<file path="src/rtl/enc_pkg.sv">
// Shared types for the ENC28J60 command path: SPI opcodes, ROM command word
// layout and the sequencer state encoding.
package enc_pkg;

  typedef enum logic [2:0] {
    RCR    = 3'b000,
    RBM    = 3'b001,
    WCR    = 3'b010,
    WBM    = 3'b011,
    BFS    = 3'b100,
    BFC    = 3'b101,
    PSEUDO = 3'b110,
    SRC    = 3'b111
  } enc_opcode_e;

  // PSEUDO with this address terminates the ROM program
  localparam logic [4:0] END_ADDR = 5'h1F;

  typedef struct packed {
    enc_opcode_e opcode;
    logic [4:0]  addr;
    logic [7:0]  data;
  } enc_cmd_t;

  typedef enum logic [3:0] {
    ST_IDLE,
    ST_FETCH,
    ST_DECODE,
    ST_ISSUE,
    ST_WAIT_END,
    ST_GAP,
    ST_DELAY,
    ST_DONE,
    ST_ERROR
  } seq_state_e;

  function automatic logic is_end_marker(input enc_cmd_t cmd);
    return (cmd.opcode == PSEUDO) && (cmd.addr == END_ADDR);
  endfunction

endpackage

</file>
<file path="src/rtl/enc_down_counter.sv">
// Loadable down counter that stops at zero; used for the SS gap, the DELAY
// pseudo-op and the transaction watchdog.
module enc_down_counter #(
  parameter int W = 8
) (
  input  logic         clk,
  input  logic         rst,
  input  logic         load,
  input  logic [W-1:0] load_val,
  input  logic         dec,
  output logic         zero
);

  logic [W-1:0] count;

  // NOTE: state is updated with non-blocking assignments only, and the reset
  // branch sits in the same always_ff so the async reset has priority.
  always_ff @(posedge clk or posedge rst) begin
    if (rst) begin
      count <= '0;
    end else if (load) begin
      count <= load_val;
    end else if (dec && (count != '0)) begin
      count <= count - W'(1);
    end
  end

  assign zero = (count == '0);

endmodule

</file>
<file path="src/rtl/enc_cmd_sequencer.sv">
// Walks the init command ROM and issues one enc_driver transaction per word,
// with inter-command gap, DELAY/END pseudo-ops and a transaction watchdog.
module enc_cmd_sequencer
  import enc_pkg::*;
#(
  parameter int                ADDR_W      = 8,
  parameter logic [ADDR_W-1:0] LAST_ADDR   = 8'h9C,
  parameter int                GAP_CYCLES  = 4,
  parameter int                DELAY_SHIFT = 10,
  parameter int                TIMEOUT     = 4096
) (
  input  logic              clk,
  input  logic              rst,
  input  logic              start,
  output logic [ADDR_W-1:0] rom_addr,
  input  logic [15:0]       rom_q,
  output logic              run_req,
  input  logic              end_flag,
  output logic [2:0]        opcode,
  output logic [4:0]        write_addr,
  output logic [7:0]        write_data,
  output logic              busy,
  output logic              done,
  output logic              error,
  output logic [ADDR_W-1:0] cmd_count
);

  localparam int GAP_W = $clog2(GAP_CYCLES + 1);
  localparam int WD_W  = $clog2(TIMEOUT + 1);
  localparam int DLY_W = 8 + DELAY_SHIFT;

  seq_state_e state;
  enc_cmd_t   cmd_q;
  enc_cmd_t   rom_cmd;

  logic             gap_load, gap_dec, gap_zero;
  logic             wd_load, wd_dec, wd_zero;
  logic             dly_load, dly_dec, dly_zero;
  logic [DLY_W-1:0] dly_load_val;
  logic             is_pseudo, is_end, advance;

  assign rom_cmd   = enc_cmd_t'(rom_q);
  assign is_end    = is_end_marker(rom_cmd);
  assign is_pseudo = (rom_cmd.opcode == PSEUDO);

  // Counters are preloaded one short so that a state occupies exactly the
  // requested number of cycles and leaves on the cycle the count hits zero.
  assign gap_load = (state == ST_WAIT_END) && end_flag;
  assign gap_dec  = (state == ST_GAP);

  assign wd_load  = (state == ST_DECODE) && !is_pseudo;
  assign wd_dec   = (state == ST_ISSUE) || (state == ST_WAIT_END);

  assign dly_load = (state == ST_DECODE) && is_pseudo && !is_end;
  assign dly_dec  = (state == ST_DELAY);
  assign dly_load_val = (rom_cmd.data == 8'd0) ? '0
                      : (DLY_W'(rom_cmd.data) << DELAY_SHIFT) - DLY_W'(1);

  assign advance = ((state == ST_GAP) && gap_zero) ||
                   ((state == ST_DELAY) && dly_zero);

  enc_down_counter #(.W(GAP_W)) u_gap_cnt (
    .clk      (clk),
    .rst      (rst),
    .load     (gap_load),
    .load_val (GAP_W'(GAP_CYCLES - 1)),
    .dec      (gap_dec),
    .zero     (gap_zero)
  );

  enc_down_counter #(.W(WD_W)) u_watchdog (
    .clk      (clk),
    .rst      (rst),
    .load     (wd_load),
    .load_val (WD_W'(TIMEOUT)),
    .dec      (wd_dec),
    .zero     (wd_zero)
  );

  enc_down_counter #(.W(DLY_W)) u_delay_cnt (
    .clk      (clk),
    .rst      (rst),
    .load     (dly_load),
    .load_val (dly_load_val),
    .dec      (dly_dec),
    .zero     (dly_zero)
  );

  always_ff @(posedge clk or posedge rst) begin
    if (rst) begin
      state     <= ST_IDLE;
      rom_addr  <= '0;
      run_req   <= 1'b0;
      cmd_q     <= '0;
      busy      <= 1'b0;
      done      <= 1'b0;
      error     <= 1'b0;
      cmd_count <= '0;
    end else begin
      run_req <= 1'b0;
      unique case (state)
        ST_IDLE, ST_DONE, ST_ERROR: begin
          if (start) begin
            rom_addr  <= '0;
            cmd_count <= '0;
            done      <= 1'b0;
            error     <= 1'b0;
            busy      <= 1'b1;
            state     <= ST_FETCH;
          end
        end
        ST_FETCH: state <= ST_DECODE;
        ST_DECODE: begin
          if (is_end) begin
            busy  <= 1'b0;
            done  <= 1'b1;
            state <= ST_DONE;
          end else if (is_pseudo) begin
            state <= ST_DELAY;
          end else begin
            cmd_q   <= rom_cmd;
            run_req <= 1'b1;
            state   <= ST_ISSUE;
          end
        end
        ST_ISSUE: state <= ST_WAIT_END;
        ST_WAIT_END: begin
          // a completion arriving on the expiry cycle still wins
          if (end_flag) begin
            if (cmd_count != '1) cmd_count <= cmd_count + ADDR_W'(1);
            state <= ST_GAP;
          end else if (wd_zero) begin
            busy  <= 1'b0;
            error <= 1'b1;
            state <= ST_ERROR;
          end
        end
        ST_GAP, ST_DELAY: begin
          if (advance) begin
            if (rom_addr == LAST_ADDR) begin
              busy  <= 1'b0;
              done  <= 1'b1;
              state <= ST_DONE;
            end else begin
              rom_addr <= rom_addr + ADDR_W'(1);
              state    <= ST_FETCH;
            end
          end
        end
        default: state <= ST_IDLE;
      endcase
    end
  end

  assign opcode     = cmd_q.opcode;
  assign write_addr = cmd_q.addr;
  assign write_data = cmd_q.data;

endmodule

</file>
<file path="config.mk">
export PLATFORM = sky130hd
export DESIGN_NAME = enc_cmd_sequencer
export DESIGN_NICKNAME = d
export VERILOG_FILES = /design/src/rtl/enc_pkg.sv /design/src/rtl/enc_down_counter.sv /design/src/rtl/enc_cmd_sequencer.sv
export SDC_FILE = /design/constraint.sdc
export NUM_CORES = 1
export LEC_CHECK = 0
export CAP_MARGIN = 20
export CORE_ASPECT_RATIO = 1.25
export CORE_UTILIZATION = 35
export CTS_CLUSTER_DIAMETER = 80
export DETAILED_ROUTE_END_ITERATION = 8
export PLACE_DENSITY = 0.66
export REMOVE_ABC_BUFFERS = 1
export SYNTH_ARGS = -nofsm -noshare
export SYNTH_HDL_FRONTEND = slang
export SYNTH_SLANG_ARGS = --single-unit
</file>
<file path="constraint.sdc">
create_clock -name clk -period 6.3 [get_ports clk]
set_input_delay 0.63 -clock clk [delete_from_list [all_inputs] [get_ports clk]]
set_output_delay 0.63 -clock clk [all_outputs]
set_load 0.005 [all_outputs]
</file>
==> results.md, run 1 <==
- Mapped Cells: 447
- CORE AREA: between 0.01 and 0.015 mm^2
- Die area: 0.01238 mm^2
- Hold Fails Final Rpt: 0
- Yosys cell types: 64
- RSZ-0062 raised after global routing: false
- # clock sinks: 74
- HPWL Detailed: about 7000 um
- Syn Std Cell Area: 0.004178 mm^2
- Number of synthesized flops with an enable pin: 0
- Total Routing Usage GR: roughly 17%
- Share of cells above drive strength 1: ~6.2%
- Warnings from Yosys: 0
- Worst Path Arrival: 3.39 ns
- CTS Buffer Depth: 2
- WP data required: 6.51 ns
- Root Driver: clkbuf_16
- Cell taking the most area after synthesis: dfrtp_1
- Area grow syn2layout: 23.63%
- Fmax: 315.0 MHz
- Synth top area cells: dfrtp_1, nand2_1, xor2_1, ha_1, nor2_1
- Die Wd: 99.72 um
- Top-count cell post-synth: dfrtp_1
- Slew Viols, Final: 0
- Clock Pin Slew Worst Setup and Hold Paths: about 0.060 ns
- Sequential-to-total area share from yosys stat: 44.32%
- Port-buffer cells: 55
- Wire per inst: 14.85 um
- Die height: 124.2 um
- CP Capture Type: flop
- Maxcap violations: 0
- Vias in the first global route: 3,504
- Largest net degree at the start of global routing: 75
- Final WL: 9815 um
- Slew headroom: 35.81%
- Worst flop-to-flop path startpoint: u_delay_cnt.count[0]
- Vias per Instance: 5.396
- Worst setup startpoint: u_delay_cnt.count[0]
- Setup CP Type: reg2reg
- Nets: 526
- Number of remaining DRC errors: 0
- RD Place Congestion: just under 0.8
- I/O pins: 56
- Fraction of registers with async set/reset: 100.0%
- Initial Utilization: 35.97%
- Worst-Margin Slew: 0.9628 ns
- Clock latency on the worst-skew pair: ~0.33 ns
- Register bit total from synthesis: 74
- Routed Antenna Nets: 0
- Setup TNS: 0 ns
- Fin util: 44.46%
- Synth top area share: 44.32%
- H-tree depth: 3
- GRT overflow: 0
- Postcts setup bufs: 0
- CP startpoint kind: flop
- Cts hold-fix bufs: 0
- Global-route wire length before repair: 16,350 um
- Total iterations of the first detailed-routing run: 5
- Largest fanout on the critical path: 13
- 1st-iter DRT viols: 185
- CTS tree: built
- Syn avg cell area: about 9.3 um^2
- Final setup viols: 0
- Ant diodes: 0
- Row count: 44
- Post_cts resized: 0
- Cts bufs inserted: 9
- Pwr dens: just over 400 mW/mm^2
- Ys flop type: dfrtp_1
- Synth cell count leaders: dfrtp_1, nand2_1, nor2_1
- Hold WC Path Type: reg2reg
- Min cycle time layout: 3.174 ns
- P_leak: 0.002098 uW
- Layout Skew: about 0.006 ns
- Status: complete, no violations
- Fill count: 1,106
- Worst hold start: write_data[1]
- Crit share post-route: 50.39%
- WHS: between 0.4 and 0.5 ns
- VDD IR max: 0.1677 mV
- Vias: 3,567
- Initial antenna violation count: 0
area by class of cell:
cell class | instances | area, um^2 | share of cell area, %
multi-input combinational | 333 | 2158 | 41.79
clock buffer | 12 | 236.5 | 4.578
sequential | 74 | 1852 | 35.85
inverter | 19 | 71.32 | 1.381
timing repair buffer | 59 | 580.6 | 11.24
tap | 161 | 201.4 | 3.900
clock inverter | 3 | 65.06 | 1.260
cells in the final DEF, fill, tap and decap left out, types with 5 or more instances in the layout:
master / instances
clkdlybuf4s50_1: 55
or4_1: 15
ha_1: 10
o22a_1: 5
nor3_1: 12
o22ai_1: 6
xor2_1: 17
clkbuf_16: 9
o2111ai_1: 6
nand2_1: 61
nand3_1: 14
a21oi_1: 23
xnor2_1: 7
o31ai_1: 15
nor2_1: 31
nand4_1: 7
inv_1: 18
nor4_1: 7
o21ai_0: 10
dfrtp_1: 74
routing by layer:
| layer | share of wire [%] | GRT usage [%] |
|---|---|---|
| met3 | 2.5 | 2.301 |
| met4 | 2.4 | 9.099 |
| met2 | 50 | 28.62 |
| met1 | 45 | 20.38 |
| met5 | 0 | 0 |
metrics by stage:
| step | cells | setup slack [ns] | cell area (um^2) | total power, uW |
|---|---|---|---|---|
| 2_1_floorplan | 426 | 3.330 | 4081 | 1272 |
| 3_3_place_gp | 646 | 3.264 | 4863 | 1553 |
| 3_5_place_dp | 646 | 3.159 | 4863 | 1585 |
| 4_1_cts | 661 | 3.120 | 5165 | 2124 |
| 5_1_grt | 661 | 2.866 | 5165 | 2267 |
| 6_report | 661 | 3.126 | 5165 | 2108 |
state kept, by name, summed over array words and instances (netlist names):
| name | cells |
|---|---|
| busy | 1 |
| cmd_count | 8 |
| done | 1 |
| error | 1 |
| opcode | 3 |
| rom_addr | 8 |
| run_req | 1 |
| state | 4 |
| u_delay_cnt.count | 18 |
| u_gap_cnt.count | 3 |
| u_watchdog.count | 13 |
| write_addr | 5 |
| write_data | 8 |
critical path, cell delays in order, from the launching register on:
cell,delay (ns)
dfrtp_1,0.40
inv_1,0.07
ha_1,0.17
or3b_2,0.50
nand4b_1,0.53
o21ai_0,0.74
buf_4,0.27
nor3_1,0.06
a221o_1,0.33
logic make-up after synthesis:
kind of cell | count (synthesis) | synth area share (%)
adders and majority gates | 10 | 2.995
xor gates and xnor gates | 24 | 5.031
and+or+nand+nor | 182 | 22.73
muxes | 6 | 1.557
DFF | 74 | 44.32
AOI/OAI and AO/OA | 111 | 19.35
buffers and inverters | 40 | 4.013
power breakdown:
part / internal (uW) / switching (uW) / leakage [uW]
clock: 344 / 185 / 0.000147
sequential: 638 / 168 / 0.000936
combinational: 382 / 392 / 0.00102
worst paths after layout:
check                      depth (start not counted)                     to  slack [ns]
setup / recovery                                   8  u_delay_cnt.count[16]        3.13
hold / removal                                     2          write_data[1]        0.48
setup reg to reg                                   8  u_delay_cnt.count[16]        3.13
hold reg to reg                                    2          write_data[1]        0.48
max in group asynchronous                          3   u_delay_cnt.count[2]        4.76
min in group asynchronous                          3   u_delay_cnt.count[5]        0.89
Power figures use the tool's default switching activity.
==> inputs of run 2 (changes only) <==
--- a/config.mk
+++ b/config.mk
@@ -10,7 +10,7 @@
 export CORE_UTILIZATION = 35
 export CTS_CLUSTER_DIAMETER = 80
 export DETAILED_ROUTE_END_ITERATION = 8
-export PLACE_DENSITY = 0.66
+export PLACE_DENSITY = 0.68
 export REMOVE_ABC_BUFFERS = 1
 export SYNTH_ARGS = -nofsm -noshare
 export SYNTH_HDL_FRONTEND = slang
==> constraint.sdc (replaced) <==
create_clock -name clk -period 2.7 [get_ports clk]
set_input_delay 0.27 -clock clk [delete_from_list [all_inputs] [get_ports clk]]
set_output_delay 0.27 -clock clk [all_outputs]
set_load 0.005 [all_outputs]
==> run 2 against run 1 <==
First-iteration DRC count is 27% lower. Final cell count is 2.6% higher. Die area stayed put. Sequential share of layout area is 1.3 points lower. Power is 150% higher. Clock power grew to 2.6 times the previous value. Via count is 4.7% higher. Maximum frequency is 24% higher. Global-route usage is 1.1 points higher.
==> results.md, run 2 (same netlist as run 1, synthesis figures left out) <==
- Fill count: 1,108 (+0.18%)
- Setup CP Type: reg2reg
- Commonest non-fill, non-tap cell in the layout: dfrtp_1
- Hold WC Path Type: in2async
- WP data required: 2.96 ns (-3.55 ns)
- Initial antenna violation count: 0 (unchanged)
- Vias in the first global route: 3,572 (+1.9%)
- VDD IR max: 0.3804 mV (+130%)
- Die height: 124.2 um (unchanged)
- Dpl cell area: 0.004981 mm^2 (+2.4%)
- Register area: 0.001852 mm^2 (unchanged)
- H-tree depth: 3 (unchanged)
- Clock latency on the worst-skew pair: 0.34 ns (about the same)
- Largest registers: u_delay_cnt.count x18, u_watchdog.count x13
- I/O pins: 56 (unchanged)
- Global-route wire length before repair: 17,240 um (+5.5%)
- Port-buffer cells: 55 (unchanged)
- RD Place Congestion: 0.8099 (+1.8%)
- Worst Path Arrival: 2.82 ns (-0.57 ns)
- Placed insts: 660 (+2.2%)
- P_leak: 0.002197 uW (+4.7%)
- Cts bufs inserted: 9 (unchanged)
- Non-filler cells, final: 678 (+2.6%)
- Number of remaining DRC errors: 0 (unchanged)
- Slew Viols, Final: 0 (unchanged)
- Status: complete, no violations
- Maxcap violations: 0 (unchanged)
- Largest fanout on the critical path: 10 (-3)
- Fmax: 391.1 MHz (+24%)
- Routed Antenna Nets: 0 (unchanged)
- HPWL Detailed: 7265 um (+6.8%)
- Initial Utilization: 35.97% (unchanged)
- Row count: 44 (unchanged)
- CP Capture Type: flop
- Worst-Margin Slew: 0.7601 ns (-0.2028 ns)
- Total Routing Usage GR: 17.79% (+1.1 points)
- # clock sinks: 74 (unchanged)
- Die Wd: 99.72 um (unchanged)
- Share of cells above drive strength 1: 10.25% (+4.1 points)
- Final WL: 10,550 um (+7.4%)
- Vias: 3,733 (+4.7%)
- Slew headroom: 48.02% (+12 points)
- CP startpoint kind: flop
- 1st-iter DRT viols: 135 (-27%)
- Clock Pin Slew Worst Setup and Hold Paths: 0.06 ns (about the same)
- Area grow syn2layout: 28.45%
- Total iterations of the first detailed-routing run: 4 (-1)
- Die area: 0.01238 mm^2 (unchanged)
- Hold Fails Final Rpt: 0 (unchanged)
- Layout Skew: 0.004449 ns (-0.001466 ns)
- Ant diodes: 0 (unchanged)
- CTS Buffer Depth: 2 (unchanged)
- RSZ-0062 raised after global routing: false
- GRT overflow: 0 (unchanged)
- Nets: 542 (+3.0%)
- Area of the multi-input gates: 0.002183 mm^2 (+1.2%)
- Max reg flops: 18 (unchanged)
- Vias per Instance: 5.506 (+2.0%)
- Post-route cell area: 0.005366 mm^2 (+3.9%)
- Largest net degree at the start of global routing: 75 (unchanged)
- Most frequent cells in the layout: dfrtp_1, nand2_1, clkdlybuf4s50_1
- Wire per inst: 15.55 um (+4.8%)
- Pwr dens: 968.0 mW/mm^2 (+140%)
- Biggest register: u_delay_cnt.count
- Crit share post-route: 94.71% (+44 points)
- CTS tree: built
- Min cycle time layout: 2.557 ns (-0.6174 ns)
- Root Driver: clkbuf_16
- CORE AREA: 0.01162 mm^2 (unchanged)
- Final setup viols: 0 (unchanged)
## run 2: timing repair
| action | in CTS | in global routing |
|---|---|---|
| pin swaps | 0 | 1 |
| resized for setup | 1 | 2 |
| cloned | 0 | 1 |
| buffers inserted | 0 | 1 |
| endpoints found under the setup margin | 2 | 8 |
| hold buffers | 0 | 0 |
## run 2: layout make-up
cell class	instances	share of cell area [%]
clock inverters	6	2.122
flip-flops and latches	74	34.51
well taps	161	3.754
clock buffers	10	4.453
repair buffers	74	13.15
multi-input cells	334	40.69
inverters	19	1.329
## run 2: report_power, final
group          leakage, uW  internal, uW  switching [uW]
clock network     0.000165           929             475
registers         0.000936          1490             386
logic              0.00110           947             971
total              0.00220          3360            1830
## run 2: worst paths after layout
check	startpoint	end	slack [ns]	cells after the start
max reg2reg	u_delay_cnt.count[14]	rom_addr[7]	0.14	5
min in group clk	write_data[2]	write_data[2]	0.48	2
max in group asynchronous	rst	u_watchdog.count[5]	2.03	3
min reg2reg	write_data[2]	write_data[2]	0.48	2
min	rst	u_delay_cnt.count[2]	0.34	3
max	u_delay_cnt.count[14]	rom_addr[7]	0.14	5
## run 2: routing by layer
metal / global-route usage (%) / wire (um)
met1: 20.63 / 4368
met2: 31.38 / 5704
met3: 4.938 / 326
met4: 6.342 / 146
met5: 0 / 0
## run 2: through the flow
stage	setup TNS (ns)	worst slack (ns)	utilization (%)	power [uW]	hold WS, ns
after floorplan	-2.484	-0.2696	-	2967	0.3566
after global placement	0	0.09712	42.88	3680	0.4612
after detailed placement	-0.003124	-0.003124	42.88	3764	0.4673
after CTS	0	0.05840	45.98	5210	0.3655
after global routing	0	0.02462	46.20	5574	0.3960
final	0	0.1429	46.20	5194	0.3444
## run 2: critical path, stage by stage (launching register included)
cell and delay (ns):
dfrtp_1 0.44, or3_4 0.42, or4_4 0.51, o311a_4 0.43, or4_1 0.51, a21oi_1 0.16
==> inputs of run 3 (changes only) <==
--- a/config.mk
+++ b/config.mk
@@ -15,3 +15,4 @@
 export SYNTH_ARGS = -nofsm -noshare
 export SYNTH_HDL_FRONTEND = slang
 export SYNTH_SLANG_ARGS = --single-unit
+export TNS_END_PERCENT = 100
==> results of run 3 <==
Final layout, timing and power as in run 2 (identical DEF).
